`config.mk`:
```
export PLATFORM = sky130hd
export DESIGN_NAME = integer_accumulator
export DESIGN_NICKNAME = d
export VERILOG_FILES = /design/src/rtl/integer_accumulator.sv
export SDC_FILE = /design/constraint.sdc
export NUM_CORES = 1
export LEC_CHECK = 0
export BUFFER_PORTS_ARGS = -buffer_cell sky130_fd_sc_hd__clkbuf_2
export CAP_MARGIN = 40
export CORE_MARGIN = 3
export CORE_UTILIZATION = 47
export CTS_CLUSTER_SIZE = 30
export DETAILED_ROUTE_END_ITERATION = 10
export PLACE_DENSITY = 0.78
export REMOVE_ABC_BUFFERS = 1
export SETUP_SLACK_MARGIN = 0.2
export SYNTH_ARGS = -nofsm -noshare
export SYNTH_HDL_FRONTEND = slang
export SYNTH_SLANG_ARGS = --single-unit
```
`constraint.sdc`:
```
create_clock -name clk -period 3.5 [get_ports clk]
set_input_delay 0.7 -clock clk [delete_from_list [all_inputs] [get_ports clk]]
set_output_delay 0.7 -clock clk [all_outputs]
set_load 0.02 [all_outputs]
```
`src/rtl/integer_accumulator.sv`:
```
// Multi-channel integer accumulator.
// Samples arrive on a valid/ready stream tagged with a channel index and are
// summed per channel, either wrapping or saturating on overflow. A flush request
// drains every channel's sum, lowest channel first, on a second valid/ready
// stream. The FSM state is exposed as a sparse 32-bit enum, and a 64-bit counter
// tracks accepted samples.
module integer_accumulator #(
  parameter int WIDTH    = 32,
  parameter int SIGNED   = 1,
  parameter int SATURATE = 0,
  parameter int CHANNELS = 4,
  localparam int CW      = (CHANNELS > 1) ? $clog2(CHANNELS) : 1
) (
  input  logic             clk,
  input  logic             rst_n,
  input  logic             in_valid,
  output logic             in_ready,
  input  logic [CW-1:0]    in_channel,
  input  logic [WIDTH-1:0] in_data,
  input  logic             flush_req,
  output logic             out_valid,
  input  logic             out_ready,
  output logic [CW-1:0]    out_channel,
  output logic [WIDTH-1:0] out_data,
  output logic             out_overflow,
  output logic [31:0]      state,
  output logic [63:0]      sample_count
);

  typedef enum logic [31:0] {
    IDLE  = 32'd0,
    ACCUM = 32'd1,
    FLUSH = 32'd45
  } state_t;

  localparam logic [CW-1:0] LAST_IDX = CW'(CHANNELS - 1);

  state_t             state_reg;
  logic [CW-1:0]      idx_reg;
  logic               in_ready_reg;
  logic [63:0]        count_reg;
  logic [WIDTH-1:0]   acc_reg [CHANNELS];
  logic [CHANNELS-1:0] ovf_reg;

  logic               accept;
  logic               drain;
  logic [CHANNELS-1:0] wr_hit;
  logic [CHANNELS-1:0] clr_hit;
  logic [WIDTH-1:0]   sel_acc;
  logic [WIDTH-1:0]   flush_acc;
  logic               flush_ovf;
  logic [WIDTH-1:0]   sum_wrap;
  logic [WIDTH-1:0]   sum_sat;
  logic               add_ovf;
  logic [WIDTH-1:0]   add_result;

  assign accept = in_valid && in_ready_reg;
  assign drain  = (state_reg == FLUSH) && out_ready;

  // Per-channel write and clear strobes; an out-of-range channel matches none.
  for (genvar gi = 0; gi < CHANNELS; gi++) begin : g_hit
    assign wr_hit[gi]  = accept && (in_channel == CW'(gi));
    assign clr_hit[gi] = drain && (idx_reg == CW'(gi));
  end

  // Read the accumulator addressed by the incoming sample and the one being drained.
  always_comb begin
    sel_acc   = '0;
    flush_acc = '0;
    flush_ovf = 1'b0;
    for (int i = 0; i < CHANNELS; i++) begin
      if (in_channel == CW'(i)) begin
        sel_acc = acc_reg[i];
      end
      if (idx_reg == CW'(i)) begin
        flush_acc = acc_reg[i];
        flush_ovf = ovf_reg[i];
      end
    end
  end

  assign sum_wrap = sel_acc + in_data;

  if (SIGNED != 0) begin : g_signed
    // Overflow when both operands share a sign that the result does not.
    assign add_ovf = (sel_acc[WIDTH-1] == in_data[WIDTH-1]) &&
                     (sum_wrap[WIDTH-1] != sel_acc[WIDTH-1]);
    assign sum_sat = sel_acc[WIDTH-1] ? {1'b1, {(WIDTH-1){1'b0}}}
                                      : {1'b0, {(WIDTH-1){1'b1}}};
  end else begin : g_unsigned
    // A carry out shows up as a wrapped sum smaller than an operand.
    assign add_ovf = (sum_wrap < sel_acc);
    assign sum_sat = '1;
  end

  assign add_result = (add_ovf && (SATURATE != 0)) ? sum_sat : sum_wrap;

  // Accumulator and sticky overflow storage: draining clears, accepting adds.
  always_ff @(posedge clk or negedge rst_n) begin
    if (!rst_n) begin
      for (int i = 0; i < CHANNELS; i++) begin
        acc_reg[i] <= '0;
      end
      ovf_reg <= '0;
    end else begin
      for (int i = 0; i < CHANNELS; i++) begin
        if (clr_hit[i]) begin
          acc_reg[i] <= '0;
          ovf_reg[i] <= 1'b0;
        end else if (wr_hit[i]) begin
          acc_reg[i] <= add_result;
          if (add_ovf) begin
            ovf_reg[i] <= 1'b1;
          end
        end
      end
    end
  end

  // Control FSM: tracks activity, walks the drain index and registers in_ready.
  always_ff @(posedge clk or negedge rst_n) begin
    if (!rst_n) begin
      state_reg    <= IDLE;
      idx_reg      <= '0;
      in_ready_reg <= 1'b0;
    end else begin
      case (state_reg)
        IDLE, ACCUM: begin
          if (flush_req) begin
            state_reg    <= FLUSH;
            idx_reg      <= '0;
            in_ready_reg <= 1'b0;
          end else begin
            if (accept) begin
              state_reg <= ACCUM;
            end
            in_ready_reg <= 1'b1;
          end
        end
        FLUSH: begin
          in_ready_reg <= 1'b0;
          if (out_ready) begin
            if (idx_reg == LAST_IDX) begin
              state_reg    <= IDLE;
              idx_reg      <= '0;
              in_ready_reg <= 1'b1;
            end else begin
              idx_reg <= idx_reg + 1'b1;
            end
          end
        end
        default: begin
          state_reg    <= IDLE;
          idx_reg      <= '0;
          in_ready_reg <= 1'b0;
        end
      endcase
    end
  end

  // Count every accepted sample, including those aimed at missing channels.
  always_ff @(posedge clk or negedge rst_n) begin
    if (!rst_n) begin
      count_reg <= '0;
    end else if (accept) begin
      count_reg <= count_reg + 64'd1;
    end
  end

  assign in_ready     = in_ready_reg;
  assign state        = state_reg;
  assign sample_count = count_reg;
  assign out_valid    = (state_reg == FLUSH);
  assign out_channel  = idx_reg;
  assign out_data     = (state_reg == FLUSH) ? flush_acc : '0;
  assign out_overflow = (state_reg == FLUSH) && flush_ovf;

endmodule
```
[Word level (Yosys, flattened, before mapping)]
Cells that the tools add are included.
Storage, ports and cells
  register bits: 231
  output and inout bits: 133
Operators by class
  mux-type cells: 43
  equality and inequality tests: 14
  add/sub/neg operators: 3
  reductions and logical operators: 30
Operators by type and width (number)
  $mux 32: 21
  $add 64x1->64 const B: 1
  $pmux 32 s2: 1
  $add 32x32->32: 1
  $eq 32x1->1 const B: 1
  $eq 32x6->1 const B: 1
  $logic_not 32->1: 1
  $mux 1: 16
  $reduce_bool 2->1: 8
  $logic_and 1x1->1: 12
  $reduce_and 2->1: 5
  $eq 2x2->1 const B: 4
  $mux 2: 3
  $eq 2x1->1 const B: 2
  $logic_not 2->1: 2
  $ne 2x1->1 const B: 2
  $pmux 2 s2: 1
  $ne 3x3->1 const B: 1
  $reduce_and 3->1: 1
  $add 2x1->2 const B: 1
  $ne 2x2->1 const B: 1
  $pmux 1 s2: 1
  $reduce_or 2->1: 1
  $eq 1x1->1: 1
  $ne 1x1->1: 1

[Logic depth before layout (Yosys ltp)]
  word-level depth: 11
  depth in mapped cells: 14
  gate-level depth less buffers: 12

[Worst setup path before layout]
No wires, ideal clock.
  kind: input port to flip-flop
  from: input port in_channel[0]
  to: register ovf_reg[2]
  stages: 12
  setup time: 0.128 ns
  setup slack: -0.716 ns
  buffers on the path: 2
  data arrival time: 4.088 ns
  cell sequence: clkbuf_1 > buf_1 > mux4_2 > ha_1 > o211ai_1 > o211ai_2 > a41oi_2 > a211oi_1 > or2_1 > a221o_1 > mux2i_2 > o21ai_1
On the way
  cells in the longest elaborated chain, start to end: 10
RTL lines
  from (decl): line 18  | input logic [CW-1:0] in_channel,
  $logic_not 2->1: line 72  | if (in_channel == CW'(i)) begin
  $mux 32 (4 in a row): line 72
  $add 32x32->32: line 82  | assign sum_wrap = sel_acc + in_data;
  $ne 1x1->1: line 87  | (sum_wrap[WIDTH-1] != sel_acc[WIDTH-1]);
  $logic_and 1x1->1: line 86  | assign add_ovf = (sel_acc[WIDTH-1] == in_data[WIDTH-1]) &&
  $reduce_bool 2->1 (no source line)
  $reduce_and 2->1 (no source line) (*)
  to (signal assigned): line 104  | ovf_reg <= '0;
  to (signal, indexed assignment): line 109  | ovf_reg[i] <= 1'b0;
  to (signal, indexed assignment): line 113  | ovf_reg[i] <= 1'b1;
  to (decl): line 43  | logic [CHANNELS-1:0] ovf_reg;
Every way passes the cells marked *; elsewhere a longest branch is shown, timed or not.
A chain may end at the register's enable or synchronous reset.

[Worst setup path after layout]
  from: input port in_channel[0]
  to: register acc_reg[28] (netlist bit)
On the way
  cells in the longest elaborated chain, start to end: 8
RTL lines
  $logic_not 2->1: line 72
  $mux 32 (4 in a row): line 72
  $add 32x32->32: line 82
  $mux 32: line 110  | end else if (wr_hit[i]) begin
  $mux 32: line 107  | if (clr_hit[i]) begin
  to (signal, indexed assignment): line 111  | acc_reg[i] <= add_result;
  to (decl): line 42  | logic [WIDTH-1:0] acc_reg [CHANNELS];
Several ways; a longest one is shown, not always the timed one. The select of a mux whose other input is x is not followed.

==> flow_metrics.env <==
export IMPL_status="complete, no violations"
export IMPL_mostFrequentLayoutCells="nand2_1, dfrtp_1, a21oi_1, nor2_1, buf_4"
export IMPL_cts_hold_buf=0
export IMPL_dieArea_um2=27700
export IMPL_setup_viol=0
export IMPL_synth_top_area_share_pct=41.5
export IMPL_finalClockSkew_ps=17.1
export IMPL_grt_max_degree=85
export IMPL_port_buffers=143
export IMPL_grt_usage_pct=25.7
export IMPL_die_x_um=167
export IMPL_max_freq_ghz=0.305
export IMPL_holdWs_ps=236
export IMPL_fin_crit_sh_pct=93.8
export IMPL_area_delta_synth_final_pct=27.3
export IMPL_hp_class="primary input to asynchronous set/reset pin"
export IMPL_yosys_cell_types_count=63
export IMPL_antenna_found_initial=1
export IMPL_synth_seq_cells=201
export IMPL_worst_pin_slew_ps=792
export IMPL_synth_warnings=0
export IMPL_synthesis_area_um2=12100
export IMPL_relSlewSlack_pct=47.0
export IMPL_cp_start_kind="primary input"
export IMPL_via_per_inst=5.87
export IMPL_clkPwrFrac_pct=20.4
export IMPL_die_height_um=167
export IMPL_cap_violations=0
export IMPL_clkSinkCount=201
export IMPL_async_flop_share_pct=100
export IMPL_cts_root_buf="clkbuf_16"
export IMPL_path_cells="buf_8 -> buf_12 -> clkbuf_16 -> mux4_2 -> ha_1 -> a21o_1 -> or2_2 -> o311ai_4 -> a21boi_1 -> or3_4 -> nand3_1 -> a21oi_1"
export IMPL_n_fill_cell=2117
export IMPL_overflow=0
export IMPL_synth_edff_count=0
export IMPL_worstPathArrival_ps=3670
export IMPL_avgSynthCellArea_um2=8.61
export IMPL_ant_nets=0
export IMPL_slowest_stage="mux4_2"
export IMPL_drc=0
export IMPL_p_switching_mw=5.12
export IMPL_drt_wirelength_per_cell_um=19.6
export IMPL_slew_viol_final=0
export IMPL_core_area_um2=25300
export IMPL_rsz0062_at_grt="true"
export IMPL_period_needed_ps=3280
export IMPL_vias=11700
export IMPL_largest_reg_flops=128
export IMPL_synthCells=1408
export IMPL_worst_path_buf_inv=3
export IMPL_num_rows=58
export IMPL_cpPeakStageDelay_ps=500
export IMPL_dp_hpwl_um=25200
export IMPL_routed_wirelength_um=39200
export IMPL_p_comb_share_pct=50.6
export IMPL_cts_tree="built"
export IMPL_p_seq_share_pct=29.0
export IMPL_cts_max_path_buffers=3
export IMPL_drt_iter0_drc=1175
export IMPL_ys_seq_area_share_pct=41.5
export IMPL_initial_utilization_pct=48.0
export IMPL_p_leak_nw=7.22
export IMPL_numCtsBuffers=23
export IMPL_p_int_mw=7.22
export IMPL_endpoint_kind="flip-flop"
export IMPL_cp_required_ps=3890
export IMPL_drive_above_1_share_pct=26.5
export IMPL_switching_share_pct=41.5
export IMPL_grt_pass1_wl_um=59000
export IMPL_yosys_area_top_type="dfrtp_1"
export IMPL_synthFlopType="dfrtp_1"
export IMPL_drt_first_pass_iters=7
export IMPL_antennaDiodeCount=0
export IMPL_seq_area_um2=5030
export IMPL_grt_pass1_vias=11400
export IMPL_yosys_top_cells_area="dfrtp_1, a21oi_1, nand2_1, mux4_2, nor2_1"
export IMPL_worst_path_max_fanout=7
export IMPL_multi_input_area_um2=6970
export IMPL_critPathKind="primary input to flip-flop"
export IMPL_nNetsFinal=1725
export IMPL_hold_viol=0
export IMPL_clk_pin_slew_worst_paths_ps=60
export IMPL_powerDensity_nw_per_um2=800
export IMPL_place_area_um2=14100
export IMPL_htree_levels=1
export IMPL_design_area_um2=15400
export IMPL_ios=172
export IMPL_clock_latency_ps=520
export IMPL_ir_worst_vdd_mv=0.422
export IMPL_layout_commonest_cell="nand2_1"
export IMPL_place_congestion=0.917
export IMPL_cp_top_family="simple AND/OR/NAND/NOR gates"
==> Yosys cell counts (all sizes together) (17+ instances only) <==
cell type,instances
nand2,242
a21oi,202
dfrtp,201
nor2,192
clkbuf,69
xnor2,68
buf,46
o21ai,44
nand3,40
ha,36
mux4,32
a211oi,22
and3,22
nor3,20
nand4,19
xor2,18
a22o,17
==> cell families (layout without fill, tap and decap cells) <==
family / after synthesis / after routing / share of synthesized area, %
buffers and inverters: 129 / 360 / 4.98
flip-flops: 201 / 201 / 41.5
AND/OR/NAND/NOR: 575 / 575 / 20.4
XOR/XNOR: 86 / 86 / 6.28
adder cells (fa/ha/maj): 37 / 37 / 3.88
AO/OA/AOI/OAI: 344 / 344 / 16.7
other: 1 / 28 / 0.0309
multiplexers: 35 / 35 / 6.24
==> power groups by stage <==
stage          Combinational (mW)  Sequential [mW]  Clock [mW]
3_3_place_gp                 5.36             3.55           0
3_5_place_dp                 5.50             3.59           0
5_1_grt                      6.75             3.66        2.65
6_report                     6.25             3.58        2.52
2_1_floorplan                3.33             3.46           0
4_1_cts                      5.56             3.55        2.55
==> worst paths after layout <==
path,from,endpoint,slack [ps],cells after the start
max in group asynchronous,rst_n,acc_reg[101],2460,2
setup reg to reg,acc_reg[0],acc_reg[84],290,14
min in group clk,flush_req,in_ready,410,2
hold / removal,rst_n,acc_reg[26],240,1
setup / recovery,in_channel[0],acc_reg[28],220,12
hold reg to reg,sample_count[6],sample_count[6],490,1
==> metrics by stage <==
step                power (mW)  TNS (ps)  utilization [%]  instances  setup slack (ps)
global placement          8.90    -12920             55.7       1942              -322
global route              13.1         0             61.1       1996               130
finish                    12.3         0             61.1       1996               218
detailed placement        9.08    -18040             55.7       1942              -447
floorplan                 6.79         0                -       1320              66.3
CTS                       11.7         0             58.9       1984               201
==> layer usage <==
metal / vias to the layer above / track usage, % / wire length (um)
met5: - / 0 / 13
met2: 658 / 42.0 / 18400
li1: 5324 / - / -
met1: 5583 / 33.9 / 15200
met4: 2 / 10.4 / 1630
met3: 140 / 5.13 / 3980
==> final cells by class <==
cell class	instances	area share, %
well taps	330	2.68
flip-flops and latches	201	32.6
multi-input cells	1105	45.1
inverters	14	0.340
clock inverters	9	0.697
repair buffers	304	14.1
clock buffers	33	4.43
==> what timing repair did <==
item                                   in CTS  in global routing
setup endpoints to repair                  19                 69
pin swaps                                   4                 21
resized for setup                           3                 68
endpoints found under the hold margin       0                  0
setup buffers                               0                  6
gates cloned                                0                  6
Power figures use the tool's default switching activity.
